==> src/rtl/restoring_divider_pkg.sv <==
// Shared constants for the radix-2 restoring divider: FSM encodings,
// counter sizing and the divide-by-zero quotient pattern.
package restoring_divider_pkg;

    localparam int DIV_N = 8;

    typedef logic [1:0] state_t;
    localparam state_t IDLE = 2'd0;
    localparam state_t BUSY = 2'd1;
    localparam state_t DONE = 2'd2;

    // Wide all-ones pattern; users slice it down to their operand width.
    localparam logic [63:0] DBZ_QUOTIENT = '1;

    function automatic int cnt_width(input int n);
        return (n < 2) ? 1 : $clog2(n);
    endfunction

endpackage

==> src/rtl/restoring_divider_trial_subtractor.sv <==
// Combinational trial subtraction with borrow-out, shared with the sqrt unit.
module trial_subtractor #(
    parameter int W = 9
) (
    input  logic [W-1:0] i_minuend,
    input  logic [W-1:0] i_subtrahend,
    output logic [W-1:0] o_diff,
    output logic         o_borrow
);

    assign {o_borrow, o_diff} = {1'b0, i_minuend} - {1'b0, i_subtrahend};

endmodule

==> src/rtl/restoring_divider.sv <==
// Iterative radix-2 restoring divider, one quotient bit per cycle, with
// valid/ready on both sides. Define RESTORING_DIVIDER_SIGNED_EN for
// two's-complement operands (truncating division).
module restoring_divider
    import restoring_divider_pkg::*;
#(
    parameter int N = DIV_N
) (
    input  logic         clk,
    input  logic         rst,
    input  logic         in_valid,
    output logic         in_ready,
    input  logic [N-1:0] dividend,
    input  logic [N-1:0] divisor,
    output logic         out_valid,
    input  logic         out_ready,
    output logic [N-1:0] quotient,
    output logic [N-1:0] remainder,
    output logic         div_by_zero
);

    localparam int CW = cnt_width(N);

    state_t        r_state;
    logic [N-1:0]  r_div;
    logic [N-1:0]  r_quo;
    logic [N:0]    r_rem;
    logic [CW-1:0] r_cnt;
    logic          r_dbz;
    logic          r_out_valid;

    logic [N-1:0]  w_dividend_mag;
    logic [N-1:0]  w_divisor_mag;
    logic [2*N:0]  w_shift;
    logic [N:0]    w_diff;
    logic          w_borrow;
    logic [N:0]    w_step_rem;
    logic [N-1:0]  w_step_quo;
    logic [N-1:0]  w_fin_quo;
    logic [N-1:0]  w_fin_rem;

`ifdef RESTORING_DIVIDER_SIGNED_EN
    logic r_neg_q;
    logic r_neg_r;

    assign w_dividend_mag = dividend[N-1] ? -dividend : dividend;
    assign w_divisor_mag  = divisor[N-1]  ? -divisor  : divisor;
    assign w_fin_quo      = r_neg_q ? -w_step_quo : w_step_quo;
    assign w_fin_rem      = r_neg_r ? -w_step_rem[N-1:0] : w_step_rem[N-1:0];
`else
    assign w_dividend_mag = dividend;
    assign w_divisor_mag  = divisor;
    assign w_fin_quo      = w_step_quo;
    assign w_fin_rem      = w_step_rem[N-1:0];
`endif

    // Bit 0 of the shifted quotient is always zero, so OR-ing in the new bit is safe.
    assign w_shift    = {r_rem, r_quo} << 1;
    assign w_step_rem = w_borrow ? w_shift[2*N:N] : w_diff;
    assign w_step_quo = w_shift[N-1:0] | {{(N-1){1'b0}}, ~w_borrow};

    trial_subtractor #(.W(N + 1)) u_trial (
        .i_minuend    (w_shift[2*N:N]),
        .i_subtrahend ({1'b0, r_div}),
        .o_diff       (w_diff),
        .o_borrow     (w_borrow)
    );

    // NOTE: all state uses non-blocking assignments so every register samples
    // pre-edge values; blocking here would chain the shift within one edge.
    always_ff @(posedge clk or posedge rst) begin
        if (rst) begin
            r_state     <= IDLE;
            r_div       <= '0;
            r_quo       <= '0;
            r_rem       <= '0;
            r_cnt       <= '0;
            r_dbz       <= 1'b0;
            r_out_valid <= 1'b0;
`ifdef RESTORING_DIVIDER_SIGNED_EN
            r_neg_q     <= 1'b0;
            r_neg_r     <= 1'b0;
`endif
        end else begin
            case (r_state)
                IDLE: begin
                    if (in_valid) begin
                        r_div <= w_divisor_mag;
                        r_cnt <= CW'(N - 1);
`ifdef RESTORING_DIVIDER_SIGNED_EN
                        r_neg_q <= dividend[N-1] ^ divisor[N-1];
                        r_neg_r <= dividend[N-1];
`endif
                        if (divisor == '0) begin
                            r_quo   <= DBZ_QUOTIENT[N-1:0];
                            r_rem   <= {1'b0, dividend};
                            r_dbz   <= 1'b1;
                            r_state <= DONE;
                        end else begin
                            r_quo   <= w_dividend_mag;
                            r_rem   <= '0;
                            r_dbz   <= 1'b0;
                            r_state <= BUSY;
                        end
                    end
                end
                BUSY: begin
                    if (r_cnt == '0) begin
                        r_quo   <= w_fin_quo;
                        r_rem   <= {1'b0, w_fin_rem};
                        r_state <= DONE;
                    end else begin
                        r_quo <= w_step_quo;
                        r_rem <= w_step_rem;
                        r_cnt <= r_cnt - 1'b1;
                    end
                end
                DONE: begin
                    // Result registers settle on entry; out_valid rises one cycle later.
                    if (!r_out_valid) begin
                        r_out_valid <= 1'b1;
                    end else if (out_ready) begin
                        r_out_valid <= 1'b0;
                        r_state     <= IDLE;
                    end
                end
                default: r_state <= IDLE;
            endcase
        end
    end

    assign in_ready    = (r_state == IDLE);
    assign out_valid   = r_out_valid;
    assign quotient    = r_quo;
    assign remainder   = r_rem[N-1:0];
    assign div_by_zero = r_dbz;

endmodule
==> config.mk <==
export PLATFORM = sky130hd
export DESIGN_NAME = restoring_divider
export DESIGN_NICKNAME = d
export VERILOG_FILES = /design/src/rtl/restoring_divider_pkg.sv /design/src/rtl/restoring_divider_trial_subtractor.sv /design/src/rtl/restoring_divider.sv
export SDC_FILE = /design/constraint.sdc
export NUM_CORES = 1
export LEC_CHECK = 0
export CORE_MARGIN = 8
export CORE_UTILIZATION = 35
export DETAILED_ROUTE_END_ITERATION = 6
export PLACE_DENSITY = 0.57
export RECOVER_POWER = 100
export REMOVE_ABC_BUFFERS = 1
export SETUP_SLACK_MARGIN = 0.05
export SLEW_MARGIN = 10
export SYNTH_ARGS = -nofsm -noshare
export SYNTH_HDL_FRONTEND = slang
export SYNTH_SLANG_ARGS = --single-unit
==> constraint.sdc <==
create_clock -name clk -period 3.5 [get_ports clk]
set_clock_uncertainty 0.1 [all_clocks]
set_input_delay 0.875 -clock clk [delete_from_list [all_inputs] [get_ports clk]]
set_output_delay 0.875 -clock clk [all_outputs]
set_load 0.05 [all_outputs]
==> results.txt, run 1 <==
Post-synthesis sequential area ratio - 40.10%
Final hold vios - 0
Core Util, Final - 44.95%
# diodes - 0
Reg2reg end - r_rem[4]$_DFFE_PP0P_
Die Area - 8161 um^2
Period minus WS final - 3.019 ns
Hold Path Sink - r_cnt[0]$_DFFE_PP0P_
# DRC - 0
Synth Cell Area - 1934 um^2
Wire length of the first global-routing pass - 8307 um
FF-to-FF Start - r_rem[3]$_DFFE_PP0P_
Most frequent cell after synthesis - nand2_1
Area grow syn2layout - 26.39%
Worst min-delay path class - register to register
Worst Reg2Reg Path Length in Cells - 7
Top cells by instance count after synthesis - nand2_1, dfrtp_1, nor2_1
Core Area - 5439 um^2
Post-synthesis cell count - 218
Share of cells above drive strength 1 - 6.202%
Relative slew slack - -15.98%
Hold Path Origin - r_cnt[0]$_DFFE_PP0P_
Fillers - 555
Post-CTS setup buffers - 0
Setup TNS - 0 ns
Failing checks - max-capacitance violations, max-slew violations
Count of different cell masters after synthesis - 47
Final setup viols - 0
Ys Warns - 0
Initial DRT Pass Iterations - 4
Synth Flop Type - dfrtp_1
Layout Cells excl Fill - 330
Clk root buf - clkbuf_8
Post-Route WL - 4972 um
Worst Hold Path Cells - 1
Avg Cell Area, Syn - 8.873 um^2
Max Cap Viol - 1
Num CTS Buffers - 5
CP max FO - 14
R2r setup slk - 0.83 ns
Peak Freq - 0.3312 GHz
Crit path kind - input pin to register
Fin. max-slew vios - 32
Ys async rst share - 100.0%
Status - finished, violations left
Clock Path Buffers - 2
Antenna Nets Post-Route - 0
Seq cells post-synth - 31
PortBufs - 38
Clock sink total - 31
RSZ-0062 raised after global routing - no
I/O pins - 39
Initial antenna violation count - 0
Largest net degree at the start of global routing - 32
CTS tree - done
Initial drt markers - 115
Post-synth top area cell - dfrtp_1
Vias per cell - 5.142
Nets - 289
Hold buffer count at cts - 0
EDFF count, synth - 0
Crit share post-route - 86.26%
Area contributors post-synth - dfrtp_1, nand2_1, ha_1
Post-CTS sizing - 0
Die Height - 90.34 um
Final instance area - 2445 um^2
Gpl congestion - 0.8392
Gr usage total - 12.48%
Die W - 90.34 um
Crit path launch type - input pin
Total grt overflow - 0
Vias in the first global route - 1719
Required time of the critical path - 3.62 ns
CTS clk-pin slew, worst paths - 0.07 ns
WL per Instance - 15.07 um
Rows - 27
Top cell type's share of synthesized area - 40.10%
Worst-margin pin slew - 1.740 ns
Placed Instances - 323
Crit end category - register
Area after DPL - 2385 um^2
DP HPWL - 3725 um
Initial core utilization - 35.56%
Clk_lat worst skew - 0.28 ns
Vias - 1697
# H-tree levels - 2
CP Data Arrival Time - 3.14 ns
==> critical path: stages <==
cell and delay [ns]:
clkdlybuf4s50_1 0.42, or4_1 0.61, nor2_1 0.75, nor3_1 0.10, a211oi_1 0.28, a21o_1 0.11
==> flip-flops by register name (all words and copies together) (netlist names) <==
name	flops
div_by_zero	1
out_valid	1
quotient	8
r_cnt	3
r_div	8
r_rem	8
r_state	2
==> worst max path at each step <==
stage / start / to
floorplan: r_rem[5]$_DFFE_PP0P_ / r_rem[1]$_DFFE_PP0P_
global placement: divisor[4] / r_rem[7]$_DFFE_PP0P_
detailed placement: divisor[4] / r_rem[5]$_DFFE_PP0P_
CTS: r_rem[3]$_DFFE_PP0P_ / r_rem[4]$_DFFE_PP0P_
global route: in_valid / r_rem[5]$_DFFE_PP0P_
finish: divisor[4] / quotient[0]$_DFFE_PP0P_
==> through the flow <==
stage / setup WS, ns / hold WS (ns)
after floorplan: 0.8209 / 0.3396
after global placement: 0.7082 / 0.3643
after detailed placement: 0.6667 / 0.3795
after CTS: 0.8237 / 0.3891
after global routing: 0.3495 / 0.4101
final: 0.4811 / 0.3847
==> layer usage <==
layer  GRT usage [%]  vias up  wire length (um)
met3           4.073        6               199
li1                -      855                 -
met1           15.90      796              2345
met2           19.39       40              2381
met5               0        -                 0
met4           4.022        0                45
==> cell families (layout without fill, tap and decap cells) <==
kind of cell | Yosys count | in the layout | share of synthesized area [%]
XOR/XNOR | 2 | 2 | 0.9057
AO/OA/AOI/OAI | 61 | 61 | 21.47
multiplexers | 6 | 6 | 3.299
flip-flops | 31 | 31 | 40.10
AND/OR/NAND/NOR | 83 | 83 | 21.41
adder cells (fa/ha/maj) | 11 | 11 | 7.503
buffers and inverters | 24 | 64 | 5.304
==> area by class of cell <==
class                   instances  area (um^2)  share of cell area [%]
flip-flops and latches         31        775.7                   31.73
multi-input cells             163         1035                   42.32
repair buffers                 41        396.6                   16.22
clock buffers                   6        82.58                   3.378
well taps                      72        90.09                   3.685
clock inverters                 1        5.005                  0.2047
inverters                      16        60.06                   2.457
==> cells in the final DEF, fill, tap and decap left out, drive strengths merged, types with 2 or more instances in the layout <==
master and instances:
inv 16, a21oi 15, a31oi 2, mux2 3
a211oi 2, o221ai 4, a221oi 4, ha 10
o31ai 7, clkdlybuf4s50 16, nand2 34, o21ai 12
a21o 4, nand2b 4, nor2b 6, nor2 20
nor3 10, mux2i 3, clkbuf 8, o21a 2
dlygate4sd3 22, o22ai 3, dfrtp 31, or4 2
Power of run 1 is not shown: default switching activity piles up to over one toggle a cycle in this logic, so the estimate is an artifact.
==> run 2, diff against run 1 <==
--- a/config.mk
+++ b/config.mk
@@ -5,7 +5,6 @@
 export SDC_FILE = /design/constraint.sdc
 export NUM_CORES = 1
 export LEC_CHECK = 0
-export CORE_MARGIN = 8
 export CORE_UTILIZATION = 35
 export DETAILED_ROUTE_END_ITERATION = 6
 export PLACE_DENSITY = 0.57
==> results.txt, run 2 (synthesis gave the netlist of run 1 again) <==
Status - finished, violations left
Failing checks - max-capacitance violations, max-slew violations
Worst min-delay path class - register to register
Fin. max-slew vios - 32 (unchanged)
FF-to-FF Start - r_rem[3]$_DFFE_PP0P_
Clock sink total - 31 (unchanged)
Final setup viols - 0 (unchanged)
Clk root buf - clkbuf_8
Worst Reg2Reg Path Length in Cells - 7 (unchanged)
Core Area - 5205 um^2 (-4.3%)
DP HPWL - 3500 um (-6.0%)
Antenna Nets Post-Route - 0 (unchanged)
Die W - 76.34 um (-15%)
CP max FO - 14 (unchanged)
CP Data Arrival Time - 3.11 ns (-0.03 ns)
Max Cap Viol - 1 (unchanged)
# diodes - 0 (unchanged)
Clk_lat worst skew - 0.28 ns (about the same)
Commonest non-fill, non-tap cells in the layout - nand2_1, dfrtp_1, dlygate4sd3_1
CTS clk-pin slew, worst paths - 0.07 ns (about the same)
Initial DRT Pass Iterations - 4 (unchanged)
Die Height - 76.34 um (-15%)
Final hold vios - 0 (unchanged)
PortBufs - 38 (unchanged)
Initial antenna violation count - 0 (unchanged)
Reg2reg end - r_rem[4]$_DFFE_PP0P_
Nets - 289 (unchanged)
R2r setup slk - 0.80 ns (-0.03 ns)
I/O pins - 39 (unchanged)
Commonest non-fill, non-tap cell in the layout - nand2_1
RSZ-0062 raised after global routing - no
Crit end category - register
Fillers - 548 (-1.3%)
Relative slew slack - -17.38% (-1.4 points)
Gpl congestion - 0.8075 (-3.8%)
# H-tree levels - 2 (unchanged)
Post-CTS setup buffers - 0 (unchanged)
Peak Freq - 0.3327 GHz (+0.43%)
Worst-margin pin slew - 1.761 ns (+0.02089 ns)
Hold_ws - 0.3799 ns (-0.004807 ns)
Num CTS Buffers - 5 (unchanged)
Crit path launch type - input pin
Gr usage total - 17.48% (+5.0 points)
Required time of the critical path - 3.61 ns (about the same)
Post-Route WL - 4703 um (-5.4%)
Clock Path Buffers - 2 (unchanged)
Die Area - 5828 um^2 (-29%)
# DRC - 0 (unchanged)
Initial drt markers - 84 (-27%)
Vias in the first global route - 1659 (-3.5%)
Share of cells above drive strength 1 - 6.178% (-0.024 points)
Initial core utilization - 37.16% (+1.6 points)
Area grow syn2layout - 26.39% (unchanged)
Critical Path Source - divisor[0]
Largest net degree at the start of global routing - 32 (unchanged)
Post-CTS sizing - 0 (unchanged)
Setup TNS - 0 ns (unchanged)
Hold buffer count at cts - 0 (unchanged)
Period minus WS final - 3.006 ns (-0.01287 ns)
Vias per cell - 5.140 (about the same)
WL per Instance - 14.29 um (-5.1%)
CP endpoint - r_rem[7]$_DFFE_PP0P_
Total grt overflow - 0 (unchanged)
Rows - 26 (-3.7%)
Crit share post-route - 85.89% (-0.37 points)
Vias - 1691 (-0.35%)
CTS tree - done
Wire length of the first global-routing pass - 7997 um (-3.7%)
Crit path kind - input pin to register
==> run 2: changes by cell type in the layout (fill, tap and decap cells not counted), sizes merged <==
cell | before | now
clkbuf | 8 | 9
==> run 2: critical path, stage by stage <==
cell and delay (ns):
clkdlybuf4s50_1 0.43, or4_1 0.62, nor2_1 0.70, a21oi_1 0.17
a21o_1 0.18, a31oi_1 0.13
==> run 2: final cells by class <==
cell class | instances | area (um^2) | area share [%]
clock buffer | 7 | 76.32 | 3.122
clock inverter | 1 | 5.005 | 0.2047
inverter | 16 | 60.06 | 2.457
multi-input combinational | 163 | 1045 | 42.73
sequential | 31 | 775.7 | 31.73
tap | 70 | 87.58 | 3.582
timing repair buffer | 41 | 395.4 | 16.17
==> run 2: how the worst min path moves through the flow <==
stage               cells past startpoint                 start  slack, ns                    to
floorplan                               1  r_cnt[0]$_DFFE_PP0P_       0.34  r_cnt[0]$_DFFE_PP0P_
global placement                        1  r_cnt[0]$_DFFE_PP0P_       0.36  r_cnt[0]$_DFFE_PP0P_
detailed placement                      1  r_cnt[0]$_DFFE_PP0P_       0.36  r_cnt[0]$_DFFE_PP0P_
CTS                                     1  r_cnt[0]$_DFFE_PP0P_       0.38  r_cnt[0]$_DFFE_PP0P_
global route                            1  r_cnt[0]$_DFFE_PP0P_       0.40  r_cnt[0]$_DFFE_PP0P_
finish                                  1  r_cnt[0]$_DFFE_PP0P_       0.38  r_cnt[0]$_DFFE_PP0P_
==> run 2: per-stage QoR <==
stage / instance area (um^2) / util [%] / std cells / setup slack [ns]
4_1_cts: 2464 / 47.33 / 329 / 0.8267
5_1_grt: 2445 / 46.97 / 329 / 0.3267
3_5_place_dp: 2382 / 45.77 / 321 / 0.6249
6_report: 2445 / 46.97 / 329 / 0.4939
2_1_floorplan: 1892 / - / 210 / 0.8209
3_3_place_gp: 2382 / 45.77 / 321 / 0.6583
==> run 2: layer usage <==
layer	share of wire (%)	vias up	track usage, %
met2	47	35	28.02
met3	3.8	6	3.593
met5	0	-	0
met4	1.3	0	5.962
met1	48	794	23.36
li1	-	856	-
Power of run 2 is left out for the same reason.
==> run 3, diff against run 2 <==
--- a/config.mk
+++ b/config.mk
@@ -5,6 +5,7 @@
 export SDC_FILE = /design/constraint.sdc
 export NUM_CORES = 1
 export LEC_CHECK = 0
+export CAP_MARGIN = 20
 export CORE_UTILIZATION = 35
 export DETAILED_ROUTE_END_ITERATION = 6
 export PLACE_DENSITY = 0.57
==> constraint.sdc (replaced) <==
create_clock -name clk -period 3.7 [get_ports clk]
set_clock_uncertainty 0.1 [all_clocks]
set_input_delay 0.925 -clock clk [delete_from_list [all_inputs] [get_ports clk]]
set_output_delay 0.925 -clock clk [all_outputs]
set_load 0.05 [all_outputs]
==> results.txt, run 3 (synthesis gave the netlist of run 1 again) <==
Status - finished, violations left
Failing checks - max-capacitance violations, max-slew violations
Worst-margin pin slew - 1.777 ns (+0.01620 ns)
Gpl congestion - 0.8334 (+3.2%)
Fillers - 525 (-4.2%)
Share of cells above drive strength 1 - 6.564% (+0.39 points)
Vias - 1673 (-1.1%)
DP HPWL - 3382 um (-3.4%)
Worst Reg2Reg Path Length in Cells - 7 (unchanged)
Antenna Nets Post-Route - 0 (unchanged)
Required time of the critical path - 3.80 ns (+0.19 ns)
CTS tree - done
Hold Path Sink - r_cnt[0]$_DFFE_PP0P_
# H-tree levels - 2 (unchanged)
Gr usage total - 17.16% (-0.32 points)
Crit path kind - input pin to register
Core Area - 5205 um^2 (unchanged)
Die Height - 76.34 um (unchanged)
Rows - 26 (unchanged)
RSZ-0062 raised after global routing - no
Nets - 290 (+0.35%)
# DRC - 0 (unchanged)
Fin. max-slew vios - 32 (unchanged)
Worst min-delay path class - register to register
CTS clk-pin slew, worst paths - 0.07 ns (about the same)
Post-CTS setup buffers - 0 (unchanged)
Commonest non-fill, non-tap cells in the layout - nand2_1, dfrtp_1, dlygate4sd3_1
Largest net degree at the start of global routing - 32 (unchanged)
Worst Hold Path Cells - 1 (unchanged)
Clock Path Buffers - 2 (unchanged)
Crit share post-route - 81.64%
FF-to-FF Start - r_rem[5]$_DFFE_PP0P_
Peak Freq - 0.3311 GHz
Initial drt markers - 89 (+6.0%)
Initial core utilization - 37.16% (unchanged)
Wire length of the first global-routing pass - 7866 um (-1.6%)
Vias per cell - 5.085 (-1.1%)
Area grow syn2layout - 26.52%
Clk root buf - clkbuf_8
Die W - 76.34 um (unchanged)
Crit end category - register
Die Area - 5828 um^2 (unchanged)
WL per Instance - 13.99 um (-2.1%)
CP max FO - 8 (-6)
Crit path launch type - input pin
Setup TNS - 0 ns (unchanged)
Final setup viols - 0 (unchanged)
Vias in the first global route - 1606 (-3.2%)
Relative slew slack - -18.46% (-1.1 points)
Initial DRT Pass Iterations - 4 (unchanged)
Post-Route WL - 4602 um (-2.1%)
Post-CTS sizing - 0 (unchanged)
Hold Path Origin - r_cnt[0]$_DFFE_PP0P_
# diodes - 0 (unchanged)
PortBufs - 38 (unchanged)
R2r setup slk - 1.27 ns (+0.47 ns)
Clk_lat worst skew - 0.28 ns (about the same)
CP Data Arrival Time - 3.13 ns (+0.02 ns)
Clock sink total - 31 (unchanged)
Max Cap Viol - 1 (unchanged)
Final instance area - 2447 um^2 (+0.10%)
I/O pins - 39 (unchanged)
Num CTS Buffers - 5 (unchanged)
Final hold vios - 0 (unchanged)
Total grt overflow - 0 (unchanged)
Hold buffer count at cts - 0 (unchanged)
Commonest non-fill, non-tap cell in the layout - nand2_1
Reg2reg end - r_rem[1]$_DFFE_PP0P_
Initial antenna violation count - 0 (unchanged)
Area after DPL - 2390 um^2 (+0.32%)
Period minus WS final - 3.021 ns
## run 3: worst max-delay path, cell delays in order
cell and delay [ns]:
clkdlybuf4s50_1 0.42, or4_4 0.56, nor3_1 0.81, a221oi_1 0.22, a31oi_1 0.20
## run 3: per-stage QoR
| step | util (%) | cells | hold WS [ns] | worst slack, ns |
|---|---|---|---|---|
| final | 47.02 | 329 | 0.3692 | 0.6794 |
| after global routing | 47.02 | 329 | 0.3967 | 0.4783 |
| after CTS | 47.60 | 329 | 0.3756 | 0.9896 |
| after detailed placement | 45.91 | 322 | 0.3675 | 0.8264 |
| after global placement | 45.91 | 322 | 0.3614 | 0.8666 |
| after floorplan | - | 210 | 0.3396 | 1.021 |
## run 3: per-layer routing
layer	global-route usage (%)	share of wire, %
met1	23.60	49
met2	26.94	47
met3	3.713	3.1
met4	5.192	1.2
met5	0	0
## run 3: worst max-delay path by stage
stage | from | endpoint | slack, ns | depth (start not counted)
3_3_place_gp | divisor[4] | r_rem[5]$_DFFE_PP0P_ | 0.87 | 5
4_1_cts | r_state[0]$_DFFE_PP0P_ | in_ready | 0.99 | 2
2_1_floorplan | r_rem[5]$_DFFE_PP0P_ | r_rem[1]$_DFFE_PP0P_ | 1.02 | 6
6_report | divisor[4] | r_rem[7]$_DFFE_PP0P_ | 0.68 | 5
5_1_grt | rst | r_div[4]$_DFFE_PP0P_ | 0.48 | 3
3_5_place_dp | divisor[4] | r_rem[5]$_DFFE_PP0P_ | 0.83 | 5
## run 3: layout make-up
| class | count | area (um^2) | share of cell area (%) |
|---|---|---|---|
| Clock buffer | 6 | 82.58 | 3.374 |
| Clock inverter | 1 | 5.005 | 0.2045 |
| Inverter | 16 | 60.06 | 2.454 |
| Multi-Input combinational cell | 163 | 1033 | 42.23 |
| Sequential cell | 31 | 775.7 | 31.70 |
| Tap cell | 70 | 87.58 | 3.579 |
| Timing Repair Buffer | 42 | 402.9 | 16.46 |
Power of run 3 is left out for the same reason.
